<file path="config.mk">
export PLATFORM = sky130hd
export DESIGN_NAME = cache_miss_controller
export DESIGN_NICKNAME = d
export VERILOG_FILES = /design/src/rtl/cache_miss_controller.sv
export SDC_FILE = /design/constraint.sdc
export NUM_CORES = 1
export LEC_CHECK = 0
export ABC_CLOCK_PERIOD_IN_PS = 2300
export BUFFER_PORTS_ARGS = -buffer_cell sky130_fd_sc_hd__clkbuf_2
export CORE_AREA = 4 4 41 43
export CTS_BUF_LIST = sky130_fd_sc_hd__clkbuf_4 sky130_fd_sc_hd__clkbuf_8
export CTS_CLUSTER_DIAMETER = 120
export DETAILED_ROUTE_END_ITERATION = 12
export DIE_AREA = 0 0 45 47
export PLACE_DENSITY = 0.73
export SYNTH_ARGS = -nofsm -noshare
export SYNTH_HDL_FRONTEND = slang
export SYNTH_SLANG_ARGS = --single-unit
</file>
<file path="constraint.sdc">
create_clock -name CLK -period 2.3 [get_ports CLK]
set_input_delay 0.46 -clock CLK [delete_from_list [all_inputs] [get_ports CLK]]
set_output_delay 0.46 -clock CLK [all_outputs]
set_load 0.01 [all_outputs]
</file>
<file path="src/rtl/cache_miss_controller.sv">
// Direct-mapped D-cache miss sequencer: zero-latency load hits, word-by-word line refill, write-through stores.
// Define WRITE_ALLOCATE_EN to refill the line on a store miss before the write-through (default: write-no-allocate).
module cache_miss_controller #(
   parameter int ADDR_W   = 10,
   parameter int OFFSET_W = 2
) (
   input  logic                CLK,
   input  logic                RST,
   input  logic                MemRead,
   input  logic                MemWrite,
   input  logic [ADDR_W-1:0]   WordAddress,
   input  logic                Hit,
   input  logic                mem_ack,
   output logic                stall,
   output logic                mem_req,
   output logic                mem_we,
   output logic [ADDR_W-1:0]   mem_addr,
   output logic                fill_we,
   output logic [OFFSET_W-1:0] fill_idx,
   output logic                line_we,
   output logic                cache_we
);

   typedef enum logic [1:0] {IDLE, REFILL, WRITE_THRU, DONE} state_t;

   localparam logic [OFFSET_W-1:0] LAST_WORD = {OFFSET_W{1'b1}};

   state_t              state_q, state_d;
   logic [OFFSET_W-1:0] cnt_q, cnt_d;
   logic                wr_hit_q, wr_hit_d;

   always_ff @(posedge CLK) begin
      if (!RST) begin
         state_q  <= IDLE;
         cnt_q    <= '0;
         wr_hit_q <= 1'b0;
      end else begin
         state_q  <= state_d;
         cnt_q    <= cnt_d;
         wr_hit_q <= wr_hit_d;
      end
   end

   always_comb begin
      state_d  = state_q;
      cnt_d    = cnt_q;
      wr_hit_d = wr_hit_q;
      stall    = 1'b0;
      mem_req  = 1'b0;
      mem_we   = 1'b0;
      mem_addr = '0;
      fill_we  = 1'b0;
      fill_idx = '0;
      line_we  = 1'b0;
      cache_we = 1'b0;

      unique case (state_q)
         IDLE: begin
            // Store takes priority over load when both strobes are high
            if (MemWrite) begin
               stall    = 1'b1;
               wr_hit_d = Hit;
               cnt_d    = '0;
`ifdef WRITE_ALLOCATE_EN
               state_d  = Hit ? WRITE_THRU : REFILL;
`else
               state_d  = WRITE_THRU;
`endif
            end else if (MemRead && !Hit) begin
               stall   = 1'b1;
               cnt_d   = '0;
               state_d = REFILL;
            end
         end

         REFILL: begin
            stall    = 1'b1;
            mem_req  = 1'b1;
            mem_addr = {WordAddress[ADDR_W-1:OFFSET_W], cnt_q};
            fill_idx = cnt_q;
            if (mem_ack) begin
               fill_we = 1'b1;
               cnt_d   = cnt_q + 1'b1;
               if (cnt_q == LAST_WORD) begin
                  line_we = 1'b1;
                  // An allocating store continues to the write-through with the line now resident
                  if (MemWrite) begin
                     wr_hit_d = 1'b1;
                     state_d  = WRITE_THRU;
                  end else begin
                     state_d  = DONE;
                  end
               end
            end
         end

         WRITE_THRU: begin
            stall    = 1'b1;
            mem_req  = 1'b1;
            mem_we   = 1'b1;
            mem_addr = WordAddress;
            if (mem_ack) state_d = DONE;
         end

         DONE: begin
            cache_we = MemWrite && wr_hit_q;
            state_d  = IDLE;
         end

         default: state_d = IDLE;
      endcase
   end

endmodule
</file>
==> results.ini <==
[placed_design]
port_buffers=33
hpwl_microns=1170
gp_congestion=0.800
postPlaceCellArea_sq_um=677
post-place-ws_ps=293

[logic_synthesis]
ys_async_sr_fraction_pct=0
synth.avg_cell_area_sq_um=7.95
synth_seq_cells=5
syn_inst=62
synth_warnings=0
syn-cell-area_sq_um=493
synth_top_area_share_pct=20.3
synth_edf_count=0
synthTopCellsByArea=dfxtp_1 20%, ha_1 15%, and2_1 10%
synth-main-ff-cell=dfxtp_1
yosysTopAreaCell=dfxtp_1
syn_nets=84
synth_cell_type_count=24
synth_seq_area_share_pct=20.3

[routing]
drcViolationCount=0
ant_nets=0
vias=576
firstDrtPassIters=4
avgRoutedWirePerCell_microns=12.0
viasPerCell=5.05
drt_iter0_drc=12
drt-total-wl_microns=1370

[final_layout]
mostFrequentLayoutCell=clkbuf_2
antennaDiodeCount=0
fill_cells=133
mostFrequentLayoutCells=33 x clkbuf_2, 8 x and2_1, 6 x a21oi_1, 6 x ha_1
stdcell_area_sq_um=714
fin_nets=122
layout-drive-gt1-share_pct=43.4
area_growth_pct=44.9

[timing]
rsz0062_at_grt=no
final.setup.worst_slack_ps=195
fin_skew_ps=1.49
finalCritPeriodShare_pct=91.5
tightest_slew_ps=383
setup_viol=0
fin_setup_tns_ps=0
fin_crit_ps=2100
hold_slack_ps=501
hold_viol=0
fmax_mhz=475
slew_headroom_pct=74.3
drv_slew=0

[worst_setup_path]
path_max_fanout=8
worstPathArrival_ps=1640
crit_required_ps=1840
criticalPathCategory=flip-flop to primary output
crit_top_cell=inv_1
cp_slowest_cell=dfxtp_1
ff2ff_path_depth=5
critPathMaxStageDelay_ps=390
path_delay_family=flip-flops
path_depth=6
cp-start-kind=flip-flop
endpoint_kind=primary output
r2r_setup_slack_ps=720
critical_path_buf_inv_count=3
cp_cell_sequence=inv_1, ha_1, inv_1, nor2_4, and2_1, clkbuf_2

[run_status]
status=completed

[global_routing]
grt-ovfl-total=0
grt_pass1_wl_microns=2050
grt_max_degree=10
antenna_found_initial=0
grt_pass1_vias=505
grt_usage_pct=13.4

[floorplan]
core_area_sq_um=1300
io_pins=34
chipHeight_microns=47
rows=13
die_width_microns=45
dieArea_sq_um=2120
start_util_pct=37.9

[clock_network]
cts_buffer_depth=2
clk_pin_slew_worst_paths_ps=50
clock_latency_ps=240
cts_tree=built
clock_sinks=5
clockRootBuffer=clkbuf_4
numCtsBuffers=3
htreeDepth=1

[flow_run]
drv_cap=0

[power_and_ir_drop]
ir_drop_mv=0.482
p_per_area_nw_per_um2=1030
power.leakage_nw=0.387
p_total_mw=0.738

[worst_hold_path]
hold_class=flip-flop to flip-flop
hold_depth=2

==> worst register-to-register path: stages, from the launching register on <==
cell	delay (ps)
dfxtp_1	340
inv_1	130
ha_1	350
and2_4	210
or3b_1	340
a21boi_1	140
==> flip-flops by register name, indices dropped and copies added, names as in the netlist <==
register	flops
wr_hit_q	1
state_q	2
cnt_q	2
==> power by group <==
group          total [mW]  switching, mW  internal, mW  leakage (nW)
clock               0.114         0.0369        0.0774        0.0184
sequential          0.135         0.0242         0.111        0.0410
combinational       0.489          0.278         0.210         0.327
total               0.738          0.339         0.398         0.387
==> what timing repair did <==
| item | CTS | global route |
|---|---|---|
| setup buffers | 0 | 0 |
| resized for setup | 0 | 2 |
| hold buffers | 0 | 0 |
| setup endpoints to repair | 0 | 8 |
==> final cells by class <==
cell class	instances	area, sq um	share of cell area (%)
repair buffers	33	165	23.1
clock buffers	4	30.0	4.20
inverters	5	18.8	2.63
well taps	15	18.8	2.63
multi-input cells	52	382	53.4
flip-flops and latches	5	100	14.0
==> cells by family (layout without fill, tap and decap cells) <==
logic type	Yosys count	in the layout	share of synthesized area, %
buffers and inverters	5	42	3.81
AND/OR/NAND/NOR	28	28	37.3
AO/OA/AOI/OAI	16	16	19.3
adder cells (fa/ha/maj)	6	6	15.2
multiplexers	2	2	4.06
flip-flops	5	5	20.3
==> synth_stat cells (2+ instances only) <==
master and count:
a21boi_0 2, a21oi_1 6, and2_1 8, and2_2 2, and3_1 2, dfxtp_1 5, ha_1 6, inv_1 5
mux2i_1 2, nand3b_1 2, nor2_1 4, nor2b_1 2, o21ai_0 4, o31ai_1 2
==> final timing paths <==
check	endpoint	from
setup / recovery	mem_addr[7]	state_q[1]
hold / removal	cnt_q[1]	cnt_q[1]
setup reg to reg	cnt_q[0]	state_q[1]
hold reg to reg	cnt_q[1]	cnt_q[1]
==> per-layer routing <==
| layer | vias to the layer above | GRT usage [%] | wire length (microns) |
|---|---|---|---|
| li1 | 290 | - | - |
| met2 | 28 | 23.4 | 653 |
| met4 | 0 | 8.77 | 9 |
| met3 | 2 | 2.68 | 174 |
| met1 | 256 | 14.6 | 533 |
| met5 | - | 0 | 0 |
==> through the flow <==
step	utilization [%]	std cells
global route	54.9	114
global placement	52.0	110
CTS	54.3	114
detailed placement	52.0	110
finish	54.9	114
floorplan	-	62
Power figures use the tool's default switching activity.
